**config.mk**
```make
export PLATFORM = sky130hd
export DESIGN_NAME = lsu_bus_ctrl
export DESIGN_NICKNAME = d
export VERILOG_FILES = /design/src/rtl/definitions_pkg.sv /design/src/rtl/lsu_lane_align.sv /design/src/rtl/lsu_bus_ctrl.sv
export SDC_FILE = /design/constraint.sdc
export NUM_CORES = 1
export LEC_CHECK = 0
export BUFFER_PORTS_ARGS = -buffer_cell sky130_fd_sc_hd__buf_2
export CORE_MARGIN = 1
export CORE_UTILIZATION = 54
export DETAILED_ROUTE_END_ITERATION = 8
export GPL_TIMING_DRIVEN = 0
export HOLD_SLACK_MARGIN = 0.03
export PLACE_DENSITY_LB_ADDON = 0.25
export SETUP_SLACK_MARGIN = 0.1
export SYNTH_ARGS = -nofsm -noshare
export SYNTH_HDL_FRONTEND = slang
export SYNTH_SLANG_ARGS = --single-unit
```
**constraint.sdc**
```tcl
create_clock -name clk_i -period 3.8 [get_ports clk_i]
set_input_delay 0 -clock clk_i [delete_from_list [all_inputs] [get_ports clk_i]]
set_output_delay 0 -clock clk_i [all_outputs]
set_load 0.005 [all_outputs]
```
**src/rtl/definitions_pkg.sv**
```systemverilog
// Shared rv32i memory-stage definitions: bus word type, LSU states,
// fault codes and funct3 access-size encodings.
package definitions_pkg;

    typedef logic [31:0] word_st;

    typedef enum logic [1:0] {
        IDLE = 2'd0,
        REQ  = 2'd1,
        WAIT = 2'd2,
        RESP = 2'd3
    } lsu_state_e;

    typedef enum logic [1:0] {
        FAULT_OK         = 2'b00,
        FAULT_MISALIGNED = 2'b01,
        FAULT_ILLEGAL    = 2'b10,
        FAULT_TIMEOUT    = 2'b11
    } lsu_fault_e;

    localparam logic [2:0] F3_B  = 3'b000;
    localparam logic [2:0] F3_H  = 3'b001;
    localparam logic [2:0] F3_W  = 3'b010;
    localparam logic [2:0] F3_BU = 3'b100;
    localparam logic [2:0] F3_HU = 3'b101;

endpackage

```
**src/rtl/lsu_lane_align.sv**
```systemverilog
// Byte-lane steering for the LSU: enables, store replication,
// access legality checks and right-justification of load data.
module lsu_lane_align
    import definitions_pkg::*;
(
    input  logic       we_i,
    input  logic [2:0] funct3_i,
    input  logic [1:0] off_i,
    input  word_st     wdata_i,
    input  logic [1:0] ld_off_i,
    input  word_st     rdata_i,
    output logic [3:0] be_o,
    output word_st     wdata_o,
    output logic       misaligned_o,
    output logic       illegal_o,
    output word_st     rdata_o
);

    always_comb begin
        be_o         = 4'b0000;
        wdata_o      = wdata_i;
        misaligned_o = 1'b0;
        illegal_o    = 1'b0;
        unique case (funct3_i)
            F3_B, F3_BU: begin
                be_o      = 4'b0001 << off_i;
                wdata_o   = {4{wdata_i[7:0]}};
                // unsigned variants have no meaning for stores
                illegal_o = we_i && (funct3_i == F3_BU);
            end
            F3_H, F3_HU: begin
                be_o         = 4'b0011 << off_i;
                wdata_o      = {2{wdata_i[15:0]}};
                misaligned_o = off_i[0];
                illegal_o    = we_i && (funct3_i == F3_HU);
            end
            F3_W: begin
                be_o         = 4'b1111;
                misaligned_o = (off_i != 2'b00);
            end
            default: begin
                illegal_o = 1'b1;
            end
        endcase
    end

    assign rdata_o = rdata_i >> {ld_off_i, 3'b000};

endmodule

```
**src/rtl/lsu_bus_ctrl.sv**
```systemverilog
// Load/store bus controller: one request at a time over a
// req/gnt/rvalid word bus, with misalign, illegal and timeout faults.
module lsu_bus_ctrl
    import definitions_pkg::*;
#(
    parameter int unsigned TIMEOUT_CYCLES = 16
) (
    input  logic        clk_i,
    input  logic        rst_ni,
    input  logic        req_valid_i,
    output logic        req_ready_o,
    input  logic        we_i,
    input  logic [2:0]  funct3_i,
    input  logic [31:0] addr_i,
    input  word_st      wdata_i,
    output logic        rsp_valid_o,
    output word_st      rdata_o,
    output logic [1:0]  fault_o,
    output logic        bus_req_o,
    output logic        bus_we_o,
    output logic [31:0] bus_addr_o,
    output logic [3:0]  bus_be_o,
    output word_st      bus_wdata_o,
    input  logic        bus_gnt_i,
    input  logic        bus_rvalid_i,
    input  word_st      bus_rdata_i
);

    localparam logic [15:0] TO_LAST =
        (TIMEOUT_CYCLES == 0) ? 16'd0 : 16'(TIMEOUT_CYCLES - 1);

    lsu_state_e   state_q, state_d;
    lsu_fault_e   fault_q, fault_d;
    logic         we_q, we_d;
    logic [1:0]   off_q, off_d;
    logic [29:0]  addr_q, addr_d;
    logic [3:0]   be_q, be_d;
    word_st       wdata_q, wdata_d;
    word_st       rdata_q, rdata_d;
    logic [15:0]  cnt_q, cnt_d;

    logic [3:0]   lane_be;
    word_st       lane_wdata;
    word_st       lane_rdata;
    logic         lane_mis;
    logic         lane_ill;
    logic         to_hit;

    lsu_lane_align u_lane (
        .we_i         (we_i),
        .funct3_i     (funct3_i),
        .off_i        (addr_i[1:0]),
        .wdata_i      (wdata_i),
        .ld_off_i     (off_q),
        .rdata_i      (bus_rdata_i),
        .be_o         (lane_be),
        .wdata_o      (lane_wdata),
        .misaligned_o (lane_mis),
        .illegal_o    (lane_ill),
        .rdata_o      (lane_rdata)
    );

    assign to_hit = (TIMEOUT_CYCLES != 0) && (cnt_q == TO_LAST);

    always_comb begin
        state_d = state_q;
        fault_d = fault_q;
        we_d    = we_q;
        off_d   = off_q;
        addr_d  = addr_q;
        be_d    = be_q;
        wdata_d = wdata_q;
        rdata_d = rdata_q;
        cnt_d   = cnt_q;
        unique case (state_q)
            IDLE: begin
                if (req_valid_i) begin
                    we_d    = we_i;
                    off_d   = addr_i[1:0];
                    addr_d  = addr_i[31:2];
                    be_d    = lane_be;
                    wdata_d = lane_wdata;
                    rdata_d = '0;
                    cnt_d   = '0;
                    if (lane_ill) begin
                        fault_d = FAULT_ILLEGAL;
                        state_d = RESP;
                    end else if (lane_mis) begin
                        fault_d = FAULT_MISALIGNED;
                        state_d = RESP;
                    end else begin
                        fault_d = FAULT_OK;
                        state_d = REQ;
                    end
                end
            end
            REQ: begin
                cnt_d = cnt_q + 16'd1;
                // a granted store has already committed on the bus
                if (bus_gnt_i && we_q) begin
                    state_d = RESP;
                end else if (to_hit) begin
                    fault_d = FAULT_TIMEOUT;
                    state_d = RESP;
                end else if (bus_gnt_i) begin
                    state_d = WAIT;
                end
            end
            WAIT: begin
                cnt_d = cnt_q + 16'd1;
                if (bus_rvalid_i) begin
                    rdata_d = lane_rdata;
                    state_d = RESP;
                end else if (to_hit) begin
                    fault_d = FAULT_TIMEOUT;
                    state_d = RESP;
                end
            end
            RESP: begin
                state_d = IDLE;
            end
            default: begin
                state_d = IDLE;
            end
        endcase
    end

    always_ff @(posedge clk_i or negedge rst_ni) begin
        if (!rst_ni) begin
            state_q <= IDLE;
            fault_q <= FAULT_OK;
            we_q    <= 1'b0;
            off_q   <= 2'b00;
            addr_q  <= '0;
            be_q    <= 4'b0000;
            wdata_q <= '0;
            rdata_q <= '0;
            cnt_q   <= '0;
        end else begin
            state_q <= state_d;
            fault_q <= fault_d;
            we_q    <= we_d;
            off_q   <= off_d;
            addr_q  <= addr_d;
            be_q    <= be_d;
            wdata_q <= wdata_d;
            rdata_q <= rdata_d;
            cnt_q   <= cnt_d;
        end
    end

    assign req_ready_o = (state_q == IDLE);
    assign rsp_valid_o = (state_q == RESP);
    assign bus_req_o   = (state_q == REQ);
    assign bus_we_o    = we_q;
    assign bus_addr_o  = {addr_q, 2'b00};
    assign bus_be_o    = be_q;
    assign bus_wdata_o = wdata_q;
    assign rdata_o     = rdata_q;
    assign fault_o     = fault_q;

endmodule

```
==> results of run 1 <==
kinds of logic (layout without fill, tap and decap cells):
family	count (synthesis)	in the layout	synth area share (%)
AND/OR/NAND/NOR	157	157	12.71
flip-flops	121	121	52.40
AO/OA/AOI/OAI	116	116	13.60
multiplexers	88	88	16.28
buffers and inverters	40	407	3.096
adder cells (fa/ha/maj)	5	5	1.083
XOR/XNOR	5	5	0.7579
other	1	2	0.06490
tightest hold or removal path: stages:
cell and delay, ps:
buf_2 100, o22ai_1 120, a211oi_1 250, a21oi_1 60
where the power goes:
| group | internal (mW) | switching [mW] |
|---|---|---|
| registers | 1.83 | 0.395 |
| clock network | 1.08 | 0.631 |
| logic | 1.29 | 1.49 |
| total | 4.20 | 2.51 |
metrics by stage:
| stage | cells | utilization, % | instance area (sq um) | setup slack, ps | power, mW |
|---|---|---|---|---|---|
| after floorplan | 534 | - | 5782 | 1736 | 3.492 |
| after global placement | 877 | 67.39 | 6988 | 1263 | 4.369 |
| after detailed placement | 878 | 67.71 | 7022 | 1299 | 4.478 |
| after CTS | 1037 | 86.02 | 8920 | 788.8 | 6.389 |
| after global routing | 1037 | 86.02 | 8920 | 543.2 | 6.981 |
| final | 1037 | 86.02 | 8920 | 674.8 | 6.715 |
synthesized netlist by cell type, types with 2 or more instances:
cell type  number
nor2_1         27
o21a_1          3
nand2b_1        2
mux2i_1        42
nor4_1          4
ha_1            5
a22o_1         12
o21ai_0        38
nand3_1        11
o311ai_0        2
dfrtp_1       121
clkbuf_1       17
or3_1           3
nor2b_1        11
nor2_2          2
a31oi_1         4
o31ai_1         8
xnor2_1         4
nand2_1        77
and3_1          3
nand4_1         3
a32o_1          9
nor3_1          4
mux2_2         45
buf_4           3
a211o_1         9
a21oi_1        18
o22ai_1         3
a41o_1          2
inv_1           4
buf_1           2
buf_2          13
what timing repair did:
item                                   CTS  global route
buffers inserted                         0             0
endpoints found under the hold margin  227             0
hold buffers                           128             0
registers in the layout, indices dropped and copies added, names as in the netlist:
| register | count |
|---|---|
| bus_wdata_o | 32 |
| rdata_o | 32 |
| addr_q | 30 |
| cnt_q | 16 |
| bus_be_o | 4 |
| fault_o | 2 |
| off_q | 2 |
| state_q | 2 |
| bus_we_o | 1 |
layout make-up:
type | count | share of cell area (%)
repair buffers | 336 | 26.47
clock buffers | 20 | 4.881
flip-flops and latches | 121 | 33.95
clock inverters | 11 | 1.922
well taps | 136 | 1.908
multi-input cells | 373 | 28.87
plain buffers | 36 | 1.838
inverters | 4 | 0.1683
routing by layer:
metal  vias to the layer above  GRT usage (%)  routed length (um)
met4                         0          25.55                1579
met5                         -              0                   0
met3                       164          13.73                2301
met2                       492          70.07               10970
li1                       2629              -                   -
met1                      3069          49.09                7971
worst max path at each step:
stage / from / end / slack [ps] / cells after the start
finish: state_q[0] / rdata_o[6] / 670 / 8
global route: state_q[0] / rdata_o[6] / 540 / 8
CTS: state_q[0] / rdata_o[6] / 790 / 8
detailed placement: state_q[0] / addr_q[26] / 1300 / 8
global placement: rst_ni / addr_q[24] / 1260 / 1
floorplan: state_q[0] / addr_q[26] / 1740 / 8
==> metrics.txt, run 1 <==
Final GP Congestion=about 0.87; worst-path cell chain=inv_1, ha_1, buf_2, nor2b_1, nor2_1, clkbuf_1, a32o_1, dlygate4sd3_1; drt pass-1 iters=5; max-cap viol count=0; Power Dens Cells=752.8 mW/mm^2; total global-route track usage=42.80%; DR vias=6354; WP data arrival=3550 ps; distinct cell type count after synthesis=54; die height=105.4 um; Worst Path Required=4220 ps; Iteration-0 DRC Markers=562; hold path startpoint=bus_rvalid_i; skew final=12.00 ps; Max stage delay on crit path=about 550 ps; drc violations=0; Worst path slowest cell=dlygate4sd3_1; post-synthesis sequential area ratio=52.40%; total CTS buffers=17; total negative slack=0 ps; via/cell ratio=6.127; FP Rows=37; Hold Worst Slack=47.76 ps; hold endpoint=state_q[1]; Worst R2R End=rdata_o[6]; clock-pin slew on the worst setup and hold paths=60 ps; Synth area leaders=dfrtp_1, mux2_2, mux2i_1, nand2_1, o21ai_0; Cell Area, Synth=0.005778 sq mm; yosys synthesis warning count=0; leakage=4.402 nW; final period utilization=82.24%; most frequent cells in the layout=buf_2, dlygate4sd3_1, dfrtp_1, nand2_1, mux2_2; crit path kind=flip-flop to flip-flop; vias in the first global route=6567; Nets=999; reg2reg path depth=8; status=complete, no violations; antenna violations before repair=0; RSZ-0062 raised after global routing=no; WHS Path Cells=4; Initial Util=55.72%; CTS sink count=121; share of Yosys cell area claimed by the top area cell type=52.40%; multi-input logic area=0.002575 sq mm; Clock Latency Late Sink=roughly 540 ps; EDFF count, synth=0; cells after synthesis=533; Core ar.=0.01037 sq mm; R2R Setup Slk=approximately 670 ps; family with the most delay on the worst path=buffers and inverters; crit-path max FO=10; final hold violation count=0; FF-to-FF Start=state_q[0]; Syn-to-layout area delta=54.37%; Die ar.=0.01112 sq mm; share of cells above drive strength 1=34.41%; fill count=498; Port Buffers=207; post-route ant nets=0; post-route minimum period=3125 ps; Synth area leader=dfrtp_1; Critical Path Start Type=flip-flop; HP Class=input port to flip-flop; Max Clk Rate=0.3200 GHz; # IOs=roughly 210; Main synth FF type=dfrtp_1; # diodes=0; first-pass GRT wire length=35.54 mm; fin. max-slew vios=0; commonest non-fill, non-tap cell in the layout=buf_2; largest net degree at the start of global routing=81; Async S/R FF share, synth=100.0%; Storage cell area=0.003028 sq mm; #FFs+latches synth=121; DR WL/cell=22.01 um; final setup fails=0; Critical Path End Type=flip-flop; # resized after CTS=0; CTS tree=yes; Worst-Margin Slew=758.1 ps; Max transition margin=49.46%; Mapped Avg Cell Area=around 11 sq um; Worst Path Buf+Inv=4; Die Wd=105.4 um; DPL Wire Length=11.59 mm; GRT overflow=0; Clock Tree Buf Depth=2; VDD IR-drop max=0.5008 mV; final WL=roughly 23 mm; clock root cell=clkbuf_8; H-tree depth=4
Power figures use the tool's default switching activity.
==> run 2: changes to the inputs <==
CORE_UTILIZATION = 45   (was 54)
clock period = 2.8 ns   (was 3.8 ns; I/O delays follow)
==> run 2 against run 1 <==
Power increased by 30%. Worst setup slack got worse by 410 ps. Register-to-register slack got worse by 410 ps. Maximum frequency increased by 23%. Sequential share of layout area increased by 0.84 points. Critical path type unchanged. Largest cell class unchanged. First-iteration DRC count decreased by 56%. Hold slack improved by 25 ps. Via count decreased by 12%. Clock power increased by 44%. Non-clock buffer count decreased by 31. Combinational power increased by 21%. Global-route usage decreased by 15 points.
==> metrics.txt, run 2 (same netlist as run 1, synthesis figures left out) <==
H-tree depth=4 (unchanged); design area=0.008703 sq mm (-2.4%); multi-input logic area=0.002575 sq mm (unchanged); Nets=968 (-3.1%); placed inst area=0.007067 sq mm (+0.64%); Power Dens Cells=1002 mW/mm^2 (+33%); CTS tree=yes; final std cells w/o fill=1043 (+0.58%); switching share of power=33.89% (-3.5 points); # IOs=211 (unchanged); final hold violation count=0 (unchanged); Core ar.=0.01257 sq mm (+21%); clock root cell=clkbuf_16; Die Wd=115.3 um (+9.4%); leakage=4.306 nW (-2.2%); first-pass GRT wire length=28.01 mm (-21%); Clock Tree Buf Depth=2 (unchanged); DR vias=5579 (-12%); fill count=925 (+86%); fin. max-slew vios=0 (unchanged); Iteration-0 DRC Markers=246 (-56%); crit path kind=flip-flop to flip-flop; Port Buffers=207 (unchanged); DR WL/cell=17.20 um (-22%); clock-pin slew on the worst setup and hold paths=60 ps (about the same); Worst Path Required=3120 ps (-1100 ps); post-route minimum period=2534 ps (-591.4 ps); Max Clk Rate=0.3947 GHz (+23%); Clock Latency Late Sink=420 ps (-120 ps); part of the power in registers=33.3% (+0.2 points); GRT overflow=0 (unchanged); dpl cells=914 (+4.1%); fin util=69.25% (-17 points); combinational power share=38.4% (-3.0 points); Syn-to-layout area delta=50.63%; # diodes=0 (unchanged); via/cell ratio=5.349 (-13%); Worst R2R End=bus_wdata_o[15]; final setup fails=0 (unchanged); Post-CTS Setup Bufs=0 (unchanged); R2R Setup Slk=270 ps (-410 ps); HP Class=input port to flip-flop; hold endpoint=rdata_o[6]; post-route ant nets=0 (unchanged); family with the most delay on the worst path=buffers and inverters; Storage cell area=0.003028 sq mm (unchanged); FP Rows=41 (+11%); DPL Wire Length=11.88 mm (+2.5%); hold path startpoint=bus_rdata_i[6]; commonest non-fill, non-tap cell in the layout=buf_2; crit-path max FO=10 (unchanged); max-cap viol count=0 (unchanged); vias in the first global route=5698 (-13%); total global-route track usage=27.76% (-15 points); Worst-Margin Slew=748.1 ps (-9.937 ps); skew final=6.602 ps (-5.401 ps); Initial Util=45.97% (-9.7 points); WHS Path Cells=4 (unchanged); P_sw=2.955 mW (+18%); Pint=5.765 mW (+37%); status=complete, no violations; Final GP Congestion=0.8705 (about the same); Critical Path End Type=flip-flop; most frequent cells in the layout=buf_2, dfrtp_1, dlygate4sd3_1, nand2_1, mux2_2; reg2reg path depth=8 (unchanged); share of cells above drive strength 1=35.48% (+1.1 points); total negative slack=0 ps (unchanged); Clk pwr share=28.2% (+2.7 points); Worst Path Buf+Inv=4 (unchanged); Worst path slowest cell=buf_1; FF-to-FF Start=state_q[0]; Max transition margin=50.13% (+0.66 points); VDD IR-drop max=0.5325 mV (+6.3%); WP data arrival=2860 ps (-690 ps); RSZ-0062 raised after global routing=no; Critical Path Start Type=flip-flop; final WL=17.94 mm (-21%); worst-path cell chain=inv_1, ha_1, buf_2, nand2_2, buf_1, clkbuf_1, nand2_1, o21ai_0; drt pass-1 iters=5 (unchanged); Max stage delay on crit path=600 ps (+50 ps); die height=115.3 um (+9.4%); antenna violations before repair=0 (unchanged); largest net degree at the start of global routing=63 (-22%); final period utilization=90.49% (+8.3 points); CTS sink count=121 (unchanged); drc violations=0 (unchanged); Die ar.=0.01330 sq mm (+20%); total CTS buffers=17 (unchanged)
==> run 2: cell types whose count changed in the layout (fill, tap and decap cells not counted), sizes merged <==
| cell | previous run | this run |
|---|---|---|
| inv | 5 | 4 |
| bufinv | 4 | 5 |
| clkinvlp | 2 | 0 |
| dlygate4sd3 | 127 | 97 |
| clkinv | 4 | 2 |
| buf | 227 | 226 |
| clkbuf | 38 | 43 |
==> run 2: worst max path at each step <==
stage,start,end,slack [ps],cells past startpoint
finish,state_q[0],bus_wdata_o[15],270,8
global route,state_q[0],bus_wdata_o[30],100,8
CTS,state_q[0],bus_wdata_o[30],270,8
detailed placement,state_q[0],bus_wdata_o[15],270,8
global placement,rst_ni,addr_q[20],210,1
floorplan,state_q[0],addr_q[26],740,8
==> run 2: through the flow <==
stage | power (mW) | setup slack [ps] | hold WS [ps]
2_1_floorplan | 4.739 | 736.0 | -295.6
6_report | 8.720 | 266.2 | 72.93
3_3_place_gp | 5.957 | 212.0 | 231.7
4_1_cts | 8.697 | 265.7 | 61.45
5_1_grt | 9.220 | 102.9 | 106.8
3_5_place_dp | 6.109 | 270.3 | 13.75
==> run 2: layout make-up <==
| type | count | share of cell area (%) |
|---|---|---|
| Multi-Input combinational cell | 373 | 29.59 |
| Sequential cell | 121 | 34.79 |
| Inverter | 4 | 0.1725 |
| Clock buffer | 25 | 5.808 |
| Buffer | 36 | 1.883 |
| Timing Repair Buffer | 305 | 23.45 |
| Tap cell | 172 | 2.473 |
| Clock inverter | 7 | 1.840 |
==> run 2: routing by layer <==
layer  global-route usage [%]  part of all wire (%)
met1                    33.56                    41
met2                    46.11                    50
met3                    7.011                   6.3
met4                    13.85                   2.7
met5                        0                     0
==> run 2: tightest hold or removal path: stages <==
cell,delay [ps]
buf_2,70
nor2b_1,110
a211o_1,110
a32o_1,160
==> run 2: repair_timing <==
item / in CTS / in global routing
hold endpoints to repair: 159 / 0
hold buffers: 97 / 0
resized for setup: 0 / 0
==> run 2: power groups by stage <==
stage | clock [mW] | combinational, mW | sequential [mW]
after detailed placement | 0 | 3.21 | 2.90
after global routing | 2.56 | 3.68 | 2.98
after global placement | 0 | 3.10 | 2.86
after CTS | 2.49 | 3.32 | 2.89
final | 2.46 | 3.35 | 2.91
after floorplan | 0 | 1.81 | 2.93
==> run 3: changes to the inputs <==
ABC_AREA = 1   (was default)
==> run 3 against run 2 <==
Synthesized area is 2.1% higher. Hold slack worse by 27 ps. First-iteration DRC count rose by 65%. Utilization increased by 2.3 points. Non-clock buffer count is 29 higher. Register-to-register slack about the same. Clock skew grew 3.2 ps. Cell area is 4.6% higher. Sequential share of layout area down 1.5 points. Clock power is essentially flat. Maximum frequency decreased by 0.47%. Global-route usage is 3.1 points higher. Critical path type unchanged. Highest routed layer unchanged.
==> metrics.txt, run 3 <==
clock root cell=clkbuf_16; combinational power share=40.0% (+1.6 points); GRT met3 Usage=7.836% (+0.82 points); final setup fails=0 (unchanged); drt pass-1 iters=5 (unchanged); die height=116.5 um (+1.0%); drc violations=0 (unchanged); Clock Latency Late Sink=420 ps (about the same); Clock Tree Buf Depth=2 (unchanged); H-tree depth=4 (unchanged); total global-route track usage=30.88% (+3.1 points); Syn-to-layout area delta=54.32%; Critical Path End Type=flip-flop; largest net degree at the start of global routing=81 (+29%); RSZ-0062 raised after global routing=no; Nets=1225 (+27%); GRT overflow=0 (unchanged); commonest non-fill, non-tap cell in the layout=nand2_1; Core ar.=0.01272 sq mm (+1.2%); part of the power in registers=33.2% (about the same); Worst-Margin Slew=580.2 ps (-168.0 ps); synth cell count leaders=nand2_1, dfrtp_1, inv_1, o21ai_0, a21oi_1; DR vias=6570 (+18%); cts hold-fix bufs=125 (+29%); CTS tree=yes; most frequent cell after synthesis=nand2_1; Iteration-0 DRC Markers=405 (+65%); Max transition margin=61.18% (+11 points); Clk pwr share=26.8% (-1.4 points); P_sw=3.406 mW (+15%); CTS sink count=121 (unchanged); Die Wd=116.5 um (+1.0%); Cell Area, Synth=0.005897 sq mm (+2.1%); final WL=19.72 mm (+9.9%); vias in the first global route=6702 (+18%); EDFF count, synth=0 (unchanged); status=complete, no violations; total CTS buffers=17 (unchanged); crit-path max FO=10 (unchanged); yosys synthesis warning count=0 (unchanged); via/cell ratio=5.054 (-5.5%); post-synthesis sequential area ratio=51.35% (-1.1 points); Power Total=9.162 mW (+5.1%); Main synth FF type=dfrtp_1; # resized after CTS=0 (unchanged); fin. max-slew vios=0 (unchanged); switching share of power=37.18% (+3.3 points); Max Clk Rate=0.3928 GHz (-0.47%); fin util=71.53% (+2.3 points); Synth area leaders=dfrtp_1, nand2_1, o21ai_0, inv_1, a21oi_1; post-route ant nets=0 (unchanged); # diodes=0 (unchanged); HP Class=input port to flip-flop; antenna violations before repair=0 (unchanged); final hold violation count=0 (unchanged); M2 GR Usage=52.03% (+5.9 points); FP Rows=41 (unchanged); Die ar.=0.01357 sq mm (+2.0%); share of cells above drive strength 1=23.85% (-12 points); Power Dens Cells=1007 mW/mm^2 (+0.49%); final period utilization=90.92% (+0.43 points); Mapped Avg Cell Area=7.739 sq um (-29%); first-pass GRT wire length=31.95 mm (+14%); Synth area leader=dfrtp_1; share of Yosys cell area claimed by the top area cell type=51.35% (-1.1 points); max-cap viol count=0 (unchanged); Async S/R FF share, synth=100.0% (unchanged); Post-CTS Setup Bufs=0 (unchanged); skew final=9.787 ps (+3.185 ps); Pint=5.756 mW (-0.16%); Initial Util=46.35% (+0.38 points); WP data arrival=2890 ps (+30 ps); Final GP Congestion=0.8664 (-0.47%); DR WL/cell=15.17 um (-12%); VDD IR-drop max=0.5425 mV (+1.9%); DPL Wire Length=12.39 mm (+4.3%); fill count=948 (+2.5%); most frequent cells in the layout=nand2_1, buf_2, dlygate4sd3_1, dfrtp_1, inv_1; total negative slack=0 ps (unchanged); leakage=4.807 nW (+12%); distinct cell type count after synthesis=31 (-43%); Port Buffers=207 (unchanged); #FFs+latches synth=121 (unchanged); cells after synthesis=762 (+43%); Critical Path Start Type=flip-flop; post-route minimum period=2546 ps (+11.91 ps); clock-pin slew on the worst setup and hold paths=60 ps (about the same); met1 Usage GRT=36.61% (+3.1 points); # IOs=211 (unchanged); crit path kind=flip-flop to flip-flop; most crowded layer after global routing=met2; Worst Path Required=3140 ps (+20 ps)
run 3: per-layer routing:
| layer | vias up | share of wire, % | wire length, um |
|---|---|---|---|
| met5 | - | 0 | 0 |
| li1 | 3136 | - | - |
| met3 | 61 | 7.4 | 1451 |
| met2 | 324 | 49 | 9712 |
| met4 | 0 | 3.1 | 613 |
| met1 | 3049 | 40 | 7941 |
run 3: kinds of logic after synthesis:
kind of cell	after synthesis	share of synthesized area (%)
other cells	1	0.06359
xor+xnor	1	0.1486
flops	121	51.35
simple gates	373	25.70
compound gates	144	13.43
fa+ha+maj	5	1.061
buf+inv	117	8.253
run 3: path summary, 6_finish.rpt:
kind | start | end | slack, ps | cells past startpoint
max | off_q[0] | rdata_o[4] | 250 | 8
min | req_valid_i | cnt_q[1] | 50 | 5
min reg2reg | addr_q[18] | addr_q[18] | 470 | 2
max in group asynchronous | rst_ni | addr_q[25] | 2010 | 3
max reg2reg | off_q[0] | rdata_o[4] | 250 | 8
min in group asynchronous | rst_ni | rdata_o[19] | 60 | 2
run 3: layout make-up:
| cell class | instances | area (sq um) | area share, % |
|---|---|---|---|
| Buffer | 37 | 186.4 | 2.049 |
| Clock buffer | 21 | 470.5 | 5.170 |
| Clock inverter | 11 | 192.7 | 2.117 |
| Inverter | 80 | 300.3 | 3.300 |
| Multi-Input combinational cell | 525 | 2386 | 26.22 |
| Sequential cell | 121 | 3028 | 33.27 |
| Tap cell | 172 | 215.2 | 2.365 |
| Timing Repair Buffer | 333 | 2321 | 25.51 |
run 3: worst max-delay path, stage by stage, from the launching register on:
cell and delay (ps):
dfrtp_1 420, inv_1 170, clkbuf_1 400, nand2_1 100
nand2_1 70, dlygate4sd3_1 540, o211ai_1 90, dlygate4sd3_1 590
o21ai_0 80
run 3: metrics by stage:
step	area, sq um	hold WS, ps	cells	setup slack (ps)
3_3_place_gp	7152	193.8	1142	130.4
4_1_cts	9100	34.61	1300	342.6
6_report	9100	45.90	1300	254.3
3_5_place_dp	7186	-59.06	1143	838.1
5_1_grt	9100	66.04	1300	107.1
2_1_floorplan	5901	-295.6	763	1176
run 3: power groups by stage:
stage,logic (mW),registers [mW],clock network (mW)
2_1_floorplan,1.81,3.04,0
3_3_place_gp,3.18,3.00,0
3_5_place_dp,3.26,3.01,0
4_1_cts,3.59,3.02,2.47
5_1_grt,4.13,3.14,2.56
6_report,3.67,3.04,2.45
